[src/rtl/muldiv_unit_pkg.sv]
// Shared funct codes, FSM states and latched op control for the HI/LO mult/div unit.
package muldiv_unit_pkg;

  localparam int unsigned DEF_WIDTH = 32;
  localparam int unsigned DEF_CNT_W = 6;

  // MIPS SPECIAL funct codes (shared with the ALU decoder)
  localparam logic [5:0] FN_MULT  = 6'b011000;
  localparam logic [5:0] FN_MULTU = 6'b011001;
  localparam logic [5:0] FN_DIV   = 6'b011010;
  localparam logic [5:0] FN_DIVU  = 6'b011011;
  localparam logic [5:0] FN_MTHI  = 6'b010001;
  localparam logic [5:0] FN_MTLO  = 6'b010011;

  typedef enum logic [1:0] {
    ST_IDLE = 2'd0,
    ST_CALC = 2'd1,
    ST_FIX  = 2'd2
  } state_e;

  // Operation context captured at launch, consumed by the sign fix-up
  typedef struct packed {
    logic is_div;
    logic dz;
    logic neg_a;
    logic neg_b;
  } op_ctl_t;

  function automatic logic is_muldiv(input logic [5:0] f);
    return (f == FN_MULT) || (f == FN_MULTU) || (f == FN_DIV) || (f == FN_DIVU);
  endfunction

  function automatic logic is_signed_op(input logic [5:0] f);
    return (f == FN_MULT) || (f == FN_DIV);
  endfunction

  function automatic logic is_div_op(input logic [5:0] f);
    return (f == FN_DIV) || (f == FN_DIVU);
  endfunction

endpackage

[src/rtl/muldiv_unit_iter.sv]
// Unsigned iterative datapath: shift-add multiply / restoring divide, one bit per step.
module muldiv_unit_iter #(
  parameter int unsigned WIDTH = 32,
  parameter int unsigned CNT_W = 6
) (
  input  logic               clk,
  input  logic               rst_n,
  input  logic               i_load,
  input  logic               i_step,
  input  logic               i_is_div,
  input  logic [WIDTH-1:0]   i_a,
  input  logic [WIDTH-1:0]   i_b,
  output logic [2*WIDTH-1:0] o_acc,
  output logic               o_cnt_zero
);

  logic [2*WIDTH-1:0] r_acc;
  logic [WIDTH-1:0]   r_opnd;
  logic               r_is_div;
  logic [CNT_W-1:0]   r_cnt;

  logic [WIDTH:0]     w_mul_sum;
  logic [2*WIDTH-1:0] w_mul_nxt;
  logic [WIDTH:0]     w_rem_sh;
  logic [WIDTH:0]     w_diff;
  logic [2*WIDTH-1:0] w_div_nxt;

  // One multiply step: conditionally add multiplicand to upper half, shift right
  always_comb begin
    w_mul_sum = {1'b0, r_acc[2*WIDTH-1:WIDTH]} + (r_acc[0] ? {1'b0, r_opnd} : '0);
    w_mul_nxt = {w_mul_sum, r_acc[WIDTH-1:1]};
  end

  // One restoring divide step: shift in next dividend bit, subtract if it fits
  always_comb begin
    w_rem_sh  = r_acc[2*WIDTH-1:WIDTH-1];
    w_diff    = w_rem_sh - {1'b0, r_opnd};
    w_div_nxt = w_diff[WIDTH] ? {w_rem_sh[WIDTH-1:0], r_acc[WIDTH-2:0], 1'b0}
                              : {w_diff[WIDTH-1:0],   r_acc[WIDTH-2:0], 1'b1};
  end

  // Accumulator, operand and iteration counter
  always_ff @(posedge clk or negedge rst_n) begin
    if (!rst_n) begin
      r_acc    <= '0;
      r_opnd   <= '0;
      r_is_div <= 1'b0;
      r_cnt    <= '0;
    end else if (i_load) begin
      r_acc    <= {{WIDTH{1'b0}}, (i_is_div ? i_a : i_b)};
      r_opnd   <= i_is_div ? i_b : i_a;
      r_is_div <= i_is_div;
      r_cnt    <= CNT_W'(WIDTH - 1);
    end else if (i_step) begin
      r_acc <= r_is_div ? w_div_nxt : w_mul_nxt;
      if (r_cnt != '0) r_cnt <= r_cnt - CNT_W'(1);
    end
  end

  assign o_acc      = r_acc;
  assign o_cnt_zero = (r_cnt == '0);

endmodule

[src/rtl/muldiv_unit.sv]
// Multi-cycle HI/LO multiply/divide unit: FSM, sign handling, fix-up, HI/LO and handshake.
module muldiv_unit
  import muldiv_unit_pkg::*;
#(
  parameter int unsigned WIDTH = DEF_WIDTH,
  parameter int unsigned CNT_W = DEF_CNT_W
) (
  input  logic             clk,
  input  logic             rst_n,
  input  logic             start,
  input  logic [5:0]       op,
  input  logic [WIDTH-1:0] a,
  input  logic [WIDTH-1:0] b,
  input  logic             cancel,
  output logic             busy,
  output logic             done,
  output logic             dz,
  output logic [WIDTH-1:0] hi,
  output logic [WIDTH-1:0] lo
);

  state_e             r_state, w_state_nxt;
  op_ctl_t            r_ctl, w_ctl_in;
  logic               r_busy, r_done, r_dz;
  logic [WIDTH-1:0]   r_hi, r_lo;

  logic               w_accept, w_mt_hi, w_mt_lo, w_step, w_write;
  logic               w_b_zero, w_cnt_zero;
  logic [WIDTH-1:0]   w_ld_a, w_ld_b;
  logic [2*WIDTH-1:0] w_acc, w_prod;
  logic [WIDTH-1:0]   w_quo, w_rem;
  logic [WIDTH-1:0]   w_hi_res, w_lo_res;

  // Launch context: magnitudes for signed ops, raw dividend kept for divide-by-zero
  always_comb begin
    w_b_zero        = (b == '0);
    w_ctl_in.is_div = is_div_op(op);
    w_ctl_in.dz     = is_div_op(op) && w_b_zero;
    w_ctl_in.neg_a  = is_signed_op(op) && a[WIDTH-1];
    w_ctl_in.neg_b  = is_signed_op(op) && b[WIDTH-1];
    w_ld_a = (w_ctl_in.neg_a && !w_ctl_in.dz) ? -a : a;
    w_ld_b = w_ctl_in.neg_b ? -b : b;
  end

  // Next-state and datapath controls
  always_comb begin
    w_state_nxt = r_state;
    w_accept    = 1'b0;
    w_mt_hi     = 1'b0;
    w_mt_lo     = 1'b0;
    w_step      = 1'b0;
    w_write     = 1'b0;
    case (r_state)
      ST_IDLE: begin
        if (start && !cancel) begin
          if (is_muldiv(op)) begin
            w_accept    = 1'b1;
            w_state_nxt = w_ctl_in.dz ? ST_FIX : ST_CALC;
          end else if (op == FN_MTHI) begin
            w_mt_hi = 1'b1;
          end else if (op == FN_MTLO) begin
            w_mt_lo = 1'b1;
          end
        end
      end
      ST_CALC: begin
        if (cancel) begin
          w_state_nxt = ST_IDLE;
        end else begin
          w_step = 1'b1;
          if (w_cnt_zero) w_state_nxt = ST_FIX;
        end
      end
      ST_FIX: begin
        w_state_nxt = ST_IDLE;
        if (!cancel) w_write = 1'b1;
      end
      default: w_state_nxt = ST_IDLE;
    endcase
  end

  // State register
  always_ff @(posedge clk or negedge rst_n) begin
    if (!rst_n) r_state <= ST_IDLE;
    else        r_state <= w_state_nxt;
  end

  muldiv_unit_iter #(.WIDTH(WIDTH), .CNT_W(CNT_W)) u_iter (
    .clk        (clk),
    .rst_n      (rst_n),
    .i_load     (w_accept),
    .i_step     (w_step),
    .i_is_div   (w_ctl_in.is_div),
    .i_a        (w_ld_a),
    .i_b        (w_ld_b),
    .o_acc      (w_acc),
    .o_cnt_zero (w_cnt_zero)
  );

  // Sign fix-up: product sign a^b, quotient sign a^b, remainder follows dividend
  always_comb begin
    w_prod = (r_ctl.neg_a ^ r_ctl.neg_b) ? -w_acc : w_acc;
    w_quo  = (r_ctl.neg_a ^ r_ctl.neg_b) ? -w_acc[WIDTH-1:0] : w_acc[WIDTH-1:0];
    w_rem  = r_ctl.neg_a ? -w_acc[2*WIDTH-1:WIDTH] : w_acc[2*WIDTH-1:WIDTH];
    if (r_ctl.dz) begin
      w_hi_res = w_acc[WIDTH-1:0];
      w_lo_res = '1;
    end else if (r_ctl.is_div) begin
      w_hi_res = w_rem;
      w_lo_res = w_quo;
    end else begin
      w_hi_res = w_prod[2*WIDTH-1:WIDTH];
      w_lo_res = w_prod[WIDTH-1:0];
    end
  end

  // Handshake flags, HI/LO and latched op context
  always_ff @(posedge clk or negedge rst_n) begin
    if (!rst_n) begin
      r_busy <= 1'b0;
      r_done <= 1'b0;
      r_dz   <= 1'b0;
      r_hi   <= '0;
      r_lo   <= '0;
      r_ctl  <= '0;
    end else begin
      r_busy <= (w_state_nxt != ST_IDLE);
      r_done <= w_write;
      if (w_accept) begin
        r_ctl <= w_ctl_in;
        r_dz  <= 1'b0;
      end
      if (w_mt_hi) r_hi <= a;
      if (w_mt_lo) r_lo <= a;
      if (w_write) begin
        r_hi <= w_hi_res;
        r_lo <= w_lo_res;
        if (r_ctl.dz) r_dz <= 1'b1;
      end
    end
  end

  assign busy = r_busy;
  assign done = r_done;
  assign dz   = r_dz;
  assign hi   = r_hi;
  assign lo   = r_lo;

endmodule
[config.mk]
export PLATFORM = sky130hd
export DESIGN_NAME = muldiv_unit
export DESIGN_NICKNAME = d
export VERILOG_FILES = /design/src/rtl/muldiv_unit_pkg.sv /design/src/rtl/muldiv_unit_iter.sv /design/src/rtl/muldiv_unit.sv
export SDC_FILE = /design/constraint.sdc
export NUM_CORES = 1
export LEC_CHECK = 0
export CAP_MARGIN = 20
export CORE_ASPECT_RATIO = 1.5
export CORE_MARGIN = 1
export CORE_UTILIZATION = 30
export DETAILED_ROUTE_END_ITERATION = 16
export PLACE_DENSITY = 0.46
export SYNTH_ARGS = -nofsm -noshare
export SYNTH_HDL_FRONTEND = slang
export SYNTH_SLANG_ARGS = --single-unit
[constraint.sdc]
create_clock -name clk -period 4.8 [get_ports clk]
set_input_delay 0.96 -clock clk [delete_from_list [all_inputs] [get_ports clk]]
set_output_delay 0.96 -clock clk [all_outputs]
set_load 0.05 [all_outputs]
# == Yosys cells after proc, flatten, opt, wreduce, memory -nomap -nowiden ==
# Index checks and enable logic that the tools add are counted.
# totals
inputBits,74
latch_bits,0
output_inout_bits,67
memories,0
mem_bits_ro,0
mem_bits_rw,0
reg_bits,175
word_cells,99
# op_classes
muxes,47
bitwise,1
n_addsub,8
div,0
reduce_logical,22
n_shift,0
n_mul,0
n_eq_ne,8
n_lt_le_gt_ge,0
# ops
cell,count
32-bit 2-to-1 mux,15
64-bit 2-to-1 mux,5
32-bit negation,4
64-bit negation,1
"6-bit by 5-bit == test with 1-bit output, second input constant",6
32-bit by 33-bit adder with 33-bit output,1
33-bit by 32-bit subtractor with 33-bit output,1
32-bit logical NOT,1
1-bit 2-to-1 mux,18
6-bit 2-to-1 mux,3
2-bit 2-to-1 mux,5
2-bit nonzero test,5
6-bit logical NOT,1
6-bit nonzero test,1
"6-bit by 1-bit subtractor with 6-bit output, second input constant",1
1-bit logical AND,5
1-bit logical OR,5
2-bit case mux with 2 select lines,1
"2-bit by 1-bit == test with 1-bit output, second input constant",1
"2-bit == test, second input constant",1
1-bit logical NOT,2
2-bit logical NOT,1
2-bit AND reduction,1
1-bit XOR,1

# == Logic depth before layout (Yosys ltp) ==
# Gate-level depths: netlist (run 1).
# depth
depth_word,10
mapped_depth,16
depth_no_buf,14

# == Hierarchy ==
# From an unflattened synthesis (run 1), not the netlist that was laid out.
# hier_totals
cells_unflattened,1943
area_unflattened_um2,15838.9
# by_module_without_submodules
mod,seq_area_each_um2,cells_per_inst,area_each_um2,instances
muldiv_unit_iter,2577.5,1116,9270.1,1
muldiv_unit,1826.8,827,6568.8,1

# == Least setup slack after synthesis (run 1) ==
# Ideal clock, no wire load.
# synth_path
path_kind,register -> register
start,"reg u_iter.r_acc[0], in the netlist u_iter.o_acc[0]"
end,"reg u_iter.r_acc[63], in the netlist u_iter.o_acc[63]"
path_slack_ns,1.287
setup_time_ns,0.142
period_less_slack_ns,3.513
path_stages_with_launch,17
required_ns,4.658
path_buffers,3
t_arrival_ns,3.371
path_cell_list,dfrtp_1 clkbuf_1 inv_1 clkbuf_1 nor2_1 ha_1 clkbuf_1 a21o_1 a31oi_1 o21ai_0 a21oi_1 a21bo_2 a221oi_1 o21ai_0 a221o_1 a211oi_1 a211oi_1
# synth_between
elab_chain_cells,5
# synth_lines
item,line,text
"start, declared",muldiv_unit_iter.sv:17,logic [2*WIDTH-1:0] r_acc;
"start signal, assigned",muldiv_unit_iter.sv:50,"r_acc <= {{WIDTH{1'b0}}, (i_is_div ? i_a : i_b)};"
"start signal, assigned",muldiv_unit_iter.sv:55,r_acc <= r_is_div ? w_div_nxt : w_mul_nxt;
32-bit 2-to-1 mux,muldiv_unit_iter.sv:30,"w_mul_sum = {1'b0, r_acc[2*WIDTH-1:WIDTH]} + (r_acc[0] ? {1'b0, r_opnd} : '0);"
32-bit by 33-bit adder with 33-bit output,muldiv_unit_iter.sv:30,
64-bit 2-to-1 mux,muldiv_unit_iter.sv:55,
64-bit 2-to-1 mux,muldiv_unit_iter.sv:54,end else if (i_step) begin
64-bit 2-to-1 mux,muldiv_unit_iter.sv:49,end else if (i_load) begin
# Every way passes these cells. The select of a mux whose other input is x is not followed.
# A chain may end at the register's enable or synchronous reset.

# == Worst setup path in the final report (run 1) ==
# Same ends and word-level chain as after synthesis.

==> impl_metrics.py, run 1 <==
metrics = {
    "status": {
        "outcome": "finished, final reports clean",
    },
    "floorplan": {
        "core_sq_um": 50400,
        "io_pins": 141,
        "die_h_um": 279,
        "start_util": 0.303,
        "fp.dieArea_sq_um": 51900,
        "dieWidth_um": 186,
        "rows": 101,
    },
    "cts": {
        "cts_hold_buf": 0,
        "numCtsBuffers": 17,
        "post-cts-setup-buffers": 0,
        "htree_levels": 4,
        "cts.sinks": 175,
        "clk_pin_slew_ps": 80,
        "clk_latency_ps": 460,
        "cts_resized": 0,
        "clockBufferDepth": 2,
        "cts_tree": "yes",
        "clk_root_buffer_cell": "clkbuf_16",
    },
    "route": {
        "drcViolationCount": 0,
        "drt-initial-drc-count": 1077,
        "dr.pass1.iters": 5,
        "dr_total_vias": 15400,
        "wl_um": 64400,
        "via_per_inst": 5.65,
        "antenna_left": 0,
        "wire_per_inst_um": 23.6,
    },
    "finish": {
        "syn2layout_area_growth_pct": 18.6,
        "final_nets": 2191,
        "layout-drive-gt1-share": 0.0617,
    },
    "sta": {
        "timing.final.crit_period_ps": 4020,
        "fin_setup_tns_ps": 0,
        "rsz0062_at_grt": "no",
        "worst_slew_pin_slew_ps": 1180,
        "max_freq_mhz": 249,
        "fin_ws_ps": 781,
        "setup_viol": 0,
        "period_share": 0.837,
        "drv_slew": 0,
        "whs_ps": 502,
        "slew_headroom": 0.217,
        "fin_skew_ps": 14.9,
        "finalHoldViolations": 0,
    },
    "worst_setup_path": {
        "critPathKind": "register to register",
        "end_kind": "register",
        "critPathMaxFanout": 17,
        "cp.arrival_ps": 4350,
        "crit_required_ps": 5130,
        "startpoint_type": "register",
    },
    "power": {
        "peakVddDrop_v": 0.000197,
        "p_leak_nw": 7.63,
        "finalPower_mw": 8.01,
        "p_per_area_nw_per_um2": 442,
    },
    "global_routing": {
        "grt_pass1_vias": 15700,
        "overflow": 0,
        "grtUsageTotal": 0.246,
        "antenna_found_initial": 2,
        "grt_max_degree": 97,
        "grt_pass1_wl_um": 97600,
    },
    "synthesis": {
        "async_flop_share": 1.00,
        "synth_edf_count": 0,
        "synth.area.top_cells": "dfrtp_1 (29%), xnor2_1 (6.3%), ha_1 (5.7%)",
        "synth_flop_cell": "dfrtp_1",
        "synth_fp_nets": 2101,
        "synth_cell_types": 84,
        "netlist.top_cell.by_area": "dfrtp_1",
        "yosysMostFrequentCell": "nand2_1",
        "syn_avg_cell_area_sq_um": 7.82,
        "synth_top_area_frac": 0.286,
        "yosysWarnings": 0,
        "syn_area_sq_um": 15300,
        "ys_ff_latch": 175,
        "ys_seq_area_frac": 0.286,
        "synth_cells": 1955,
        "synth_common_cells": "nand2_1 (212), nor2_1 (197), dfrtp_1 (175)",
    },
    "place": {
        "post-place-ws_ps": 499,
        "hpwl_um": 50200,
        "place_congestion": 0.923,
        "portBuffers": 140,
    },
    "job": {
        "maxCapViolCount": 0,
    },
    "hold_path": {
        "hp-class": "register to register",
    },
}
-- flip-flops by register name, summed over array words and instances (netlist names) --
name / count
u_iter.o_acc: 64
hi: 32
lo: 32
u_iter.r_opnd: 32
u_iter.r_cnt: 6
r_ctl: 3
r_state: 2
busy: 1
done: 1
dz: 1
u_iter.r_is_div: 1
-- critical path, cell delays in order, from the launching register on --
cell and delay (ps):
dfrtp_1 380, inv_1 410, buf_4 330, nor2_1 80
ha_1 380, a21o_1 210, a21oi_1 130, o21ai_0 110
a21oi_1 140, a21bo_2 260, a221oi_1 430, o21ai_0 280
a221o_1 410, a211oi_1 260, a211oi_1 70
-- per-stage QoR --
step	cell area, sq um	std cells	util
3_5_place_dp	17500	2695	0.348
6_report	18100	2729	0.360
2_1_floorplan	15300	1955	-
4_1_cts	18100	2727	0.360
3_3_place_gp	17500	2695	0.348
5_1_grt	18100	2728	0.360
-- layer usage --
layer  track usage  up-vias  share of wire  wire length, um
met2         0.453      518           0.51            33000
met1         0.286     7548           0.40            26000
met4         0.107        0          0.040             2580
met3        0.0259      100          0.044             2860
li1              -     7262              -                -
met5             0        -              0                0
-- layout make-up --
class                      instances  area (sq um)
timing repair buffer             200          1880
fill                            5252         32300
clock inverter                    14           171
multi-input combinational       1584         10200
antenna                            2          5.00
inverter                          67           251
tap                              669           837
sequential                       175          4380
clock buffer                      18           429
-- path summary, 6_finish.rpt --
kind                                      start          endpoint  slack [ps]  cells past startpoint
worst max-delay path            u_iter.o_acc[0]  u_iter.o_acc[63]         780                     14
worst min-delay path                         dz                dz         500                      1
worst max register to register  u_iter.o_acc[0]  u_iter.o_acc[63]         780                     14
worst min register to register               dz                dz         500                      1
max in group asynchronous                 rst_n   u_iter.r_is_div        3220                      2
min in group asynchronous                 rst_n  u_iter.o_acc[36]         520                      1
-- cells in the final DEF (no fill, tap or decap), types with 14 or more instances in the layout --
cell and n:
or3_1 20, mux2i_1 64, nand2b_1 15, inv_1 64, clkbuf_16 17, nor3_1 37
buf_4 58, a221oi_1 14, xnor2_1 110, o22ai_1 29, clkdlybuf4s50_1 139, a22oi_1 24
o31ai_1 22, nand3_1 26, a21oi_1 173, o221ai_1 17, a21o_1 31, nand4_1 17
nor2_1 196, dfrtp_1 174, nor2b_1 21, nand2_1 210, a31oi_1 35, o21ai_0 152
ha_1 70, a211oi_1 15, xor2_1 72, o211ai_1 16
-- where the power goes --
| group | internal, mW | leakage [nW] | switching [mW] |
|---|---|---|---|
| Clock | 0.790 | 0.286 | 0.721 |
| Sequential | 1.77 | 2.23 | 0.516 |
| Combinational | 1.63 | 5.11 | 2.59 |
| Total | 4.19 | 7.63 | 3.83 |
-- logic make-up after synthesis --
| logic type | Yosys count | share of synthesized area |
|---|---|---|
| and+or+nand+nor | 622 | 0.190 |
| muxes | 69 | 0.0456 |
| adders and majority gates | 72 | 0.0599 |
| DFF | 175 | 0.286 |
| AOI/OAI and AO/OA | 639 | 0.265 |
| xor gates and xnor gates | 182 | 0.104 |
| buffers and inverters | 196 | 0.0488 |
(Power assumes the default switching activity.)
==> run 2, diff against run 1 <==
Settings changed: PLACE_DENSITY 0.46 to 0.48.
Clock period 4.8 ns to 3.5 ns, I/O delays scaled along.
==> impl_metrics.py, run 2 (synthesis results as in run 1) <==
metrics = {
    "cts": {
        "cts.sinks": 175,
        "cts_tree": "yes",
        "htree_levels": 4,
        "numCtsBuffers": 17,
        "clockBufferDepth": 2,
        "clk_pin_slew_ps": 90,
        "clk_latency_ps": 470,
        "clk_root_buffer_cell": "clkbuf_16",
    },
    "status": {
        "outcome": "finished, final reports clean",
    },
    "floorplan": {
        "core_sq_um": 50400,
        "start_util": 0.303,
        "fp.dieArea_sq_um": 51900,
        "die_h_um": 279,
        "io_pins": 141,
        "rows": 101,
        "dieWidth_um": 186,
    },
    "sta": {
        "max_freq_mhz": 300,
        "whs_ps": 238,
        "fin_ws_ps": 162,
        "drv_slew": 0,
        "fin_skew_ps": 20.9,
        "period_share": 0.954,
        "finalHoldViolations": 0,
        "setup_viol": 0,
        "timing.final.crit_period_ps": 3340,
        "slew_headroom": 0.264,
        "rsz0062_at_grt": "yes",
        "fin_setup_tns_ps": 0,
        "worst_slew_pin_slew_ps": 1100,
    },
    "finish": {
        "utilization": 0.399,
        "syn2layout_area_growth_pct": 31.5,
        "layout_common_cells": "buf_4 (275), nand2_1 (210), nor2_1 (194)",
        "diodes": 0,
        "fin_cells": 2954,
        "layout-drive-gt1-share": 0.165,
        "final_common_cell": "buf_4",
        "design_area_sq_um": 20100,
        "final_nets": 2418,
        "largest_register_ffs": 64,
        "nFillCells": 5177,
    },
    "power": {
        "power_switching_mw": 5.46,
        "p_int_mw": 6.45,
        "pwr-share-seq": 0.245,
        "p_leak_nw": 8.82,
        "clkPwrFrac": 0.180,
        "finalPower_mw": 11.9,
        "p_per_area_nw_per_um2": 592,
        "p_comb_frac": 0.575,
        "peakVddDrop_v": 0.000296,
        "switching_share": 0.459,
    },
    "worst_setup_path": {
        "rrSetupSlack_ps": 170,
        "end_kind": "register",
        "critPathMaxFanout": 22,
        "cp.arrival_ps": 3670,
        "startpoint_type": "primary input",
        "r2r_start": "u_iter.o_acc[23]",
        "critPathLaunch": "b[12]",
        "critPathKind": "primary input to register",
        "crit_required_ps": 3830,
    },
    "place": {
        "postPlaceCellArea_sq_um": 19300,
        "place_congestion": 0.922,
        "dp.cells": 2917,
        "hpwl_um": 53300,
        "portBuffers": 140,
        "post-place-ws_ps": -352,
    },
    "route": {
        "antenna_left": 0,
        "wl_um": 66900,
        "dr_total_vias": 16300,
        "wire_per_inst_um": 22.6,
        "dr.pass1.iters": 6,
        "via_per_inst": 5.52,
        "drt-initial-drc-count": 1086,
        "drcViolationCount": 0,
    },
    "global_routing": {
        "grt_pass1_wl_um": 101000,
        "overflow": 0,
        "grt_pass1_vias": 16600,
        "grtUsageTotal": 0.256,
        "antenna_found_initial": 1,
        "grt_max_degree": 68,
    },
    "hold_path": {
        "hp-class": "primary input to async pin",
    },
    "job": {
        "maxCapViolCount": 0,
    },
}
==> run 2: changes by cell type in the layout (fill, tap and decap cells not counted), moves of 3 or more <==
| cell | previous run | this run |
|---|---|---|
| o21ai_0 | 152 | 148 |
| o21ai_1 | 13 | 16 |
| buf_4 | 58 | 275 |
| a211oi_1 | 15 | 11 |
| a211oi_2 | 0 | 4 |
| buf_12 | 2 | 9 |
==> run 2: what timing repair did <==
| action | CTS | global route |
|---|---|---|
| endpoints found under the setup margin | 33 | 35 |
| pin swaps | 3 | 11 |
| setup buffers | 3 | 1 |
| hold buffers | 0 | 0 |
| hold endpoints to repair | 0 | 0 |
| gates cloned | 0 | 1 |
| gates resized for setup | 12 | 25 |
==> run 2: final timing paths <==
check / to / depth (start not counted)
worst max-delay path: u_iter.r_opnd[3] / 11
worst min-delay path: u_iter.r_opnd[3] / 1
worst max register to register: hi[23] / 10
worst min register to register: dz / 1
max in group asynchronous: hi[20] / 2
min in group clk: dz / 1
==> run 2: cell type report <==
class	instances	area [sq um]	share of cell area
multi-input combinational	1584	10300	0.513
clock inverter	14	191	0.00952
inverter	67	251	0.0125
clock buffer	18	429	0.0213
tap	669	837	0.0416
sequential	175	4380	0.218
timing repair buffer	427	3700	0.184
==> run 2: power groups by stage <==
stage	sequential (mW)	clock, mW	combinational, mW
after floorplan	3.05	0	3.87
after global placement	2.92	0	6.58
after detailed placement	2.93	0	6.62
after CTS	2.90	2.18	6.70
after global routing	2.97	2.24	7.43
final	2.91	2.15	6.85
==> run 2: routing by layer <==
| metal | routed length, um | vias up | GRT usage |
|---|---|---|---|
| met4 | 2890 | 0 | 0.122 |
| met2 | 34600 | 500 | 0.469 |
| met1 | 26900 | 7967 | 0.297 |
| li1 | - | 7721 | - |
| met3 | 2460 | 115 | 0.0238 |
| met5 | 0 | - | 0 |
==> run 2: worst max-delay path: stages <==
cell             delay, ps
clkdlybuf4s50_1        520
or4_1                  570
or3_1                  390
nor4_4                 270
a31oi_2                220
buf_12                 200
o31ai_1                 80
xor2_1                 300
nand2_1                100
o211ai_1               140
o21ai_0                140
==> run 3, diff against run 2 <==
Settings changed: ABC_CLOCK_PERIOD_IN_PS from default to 3500.
==> results of run 3 <==
The final DEF is identical to that of run 2; final timing and power are the same.
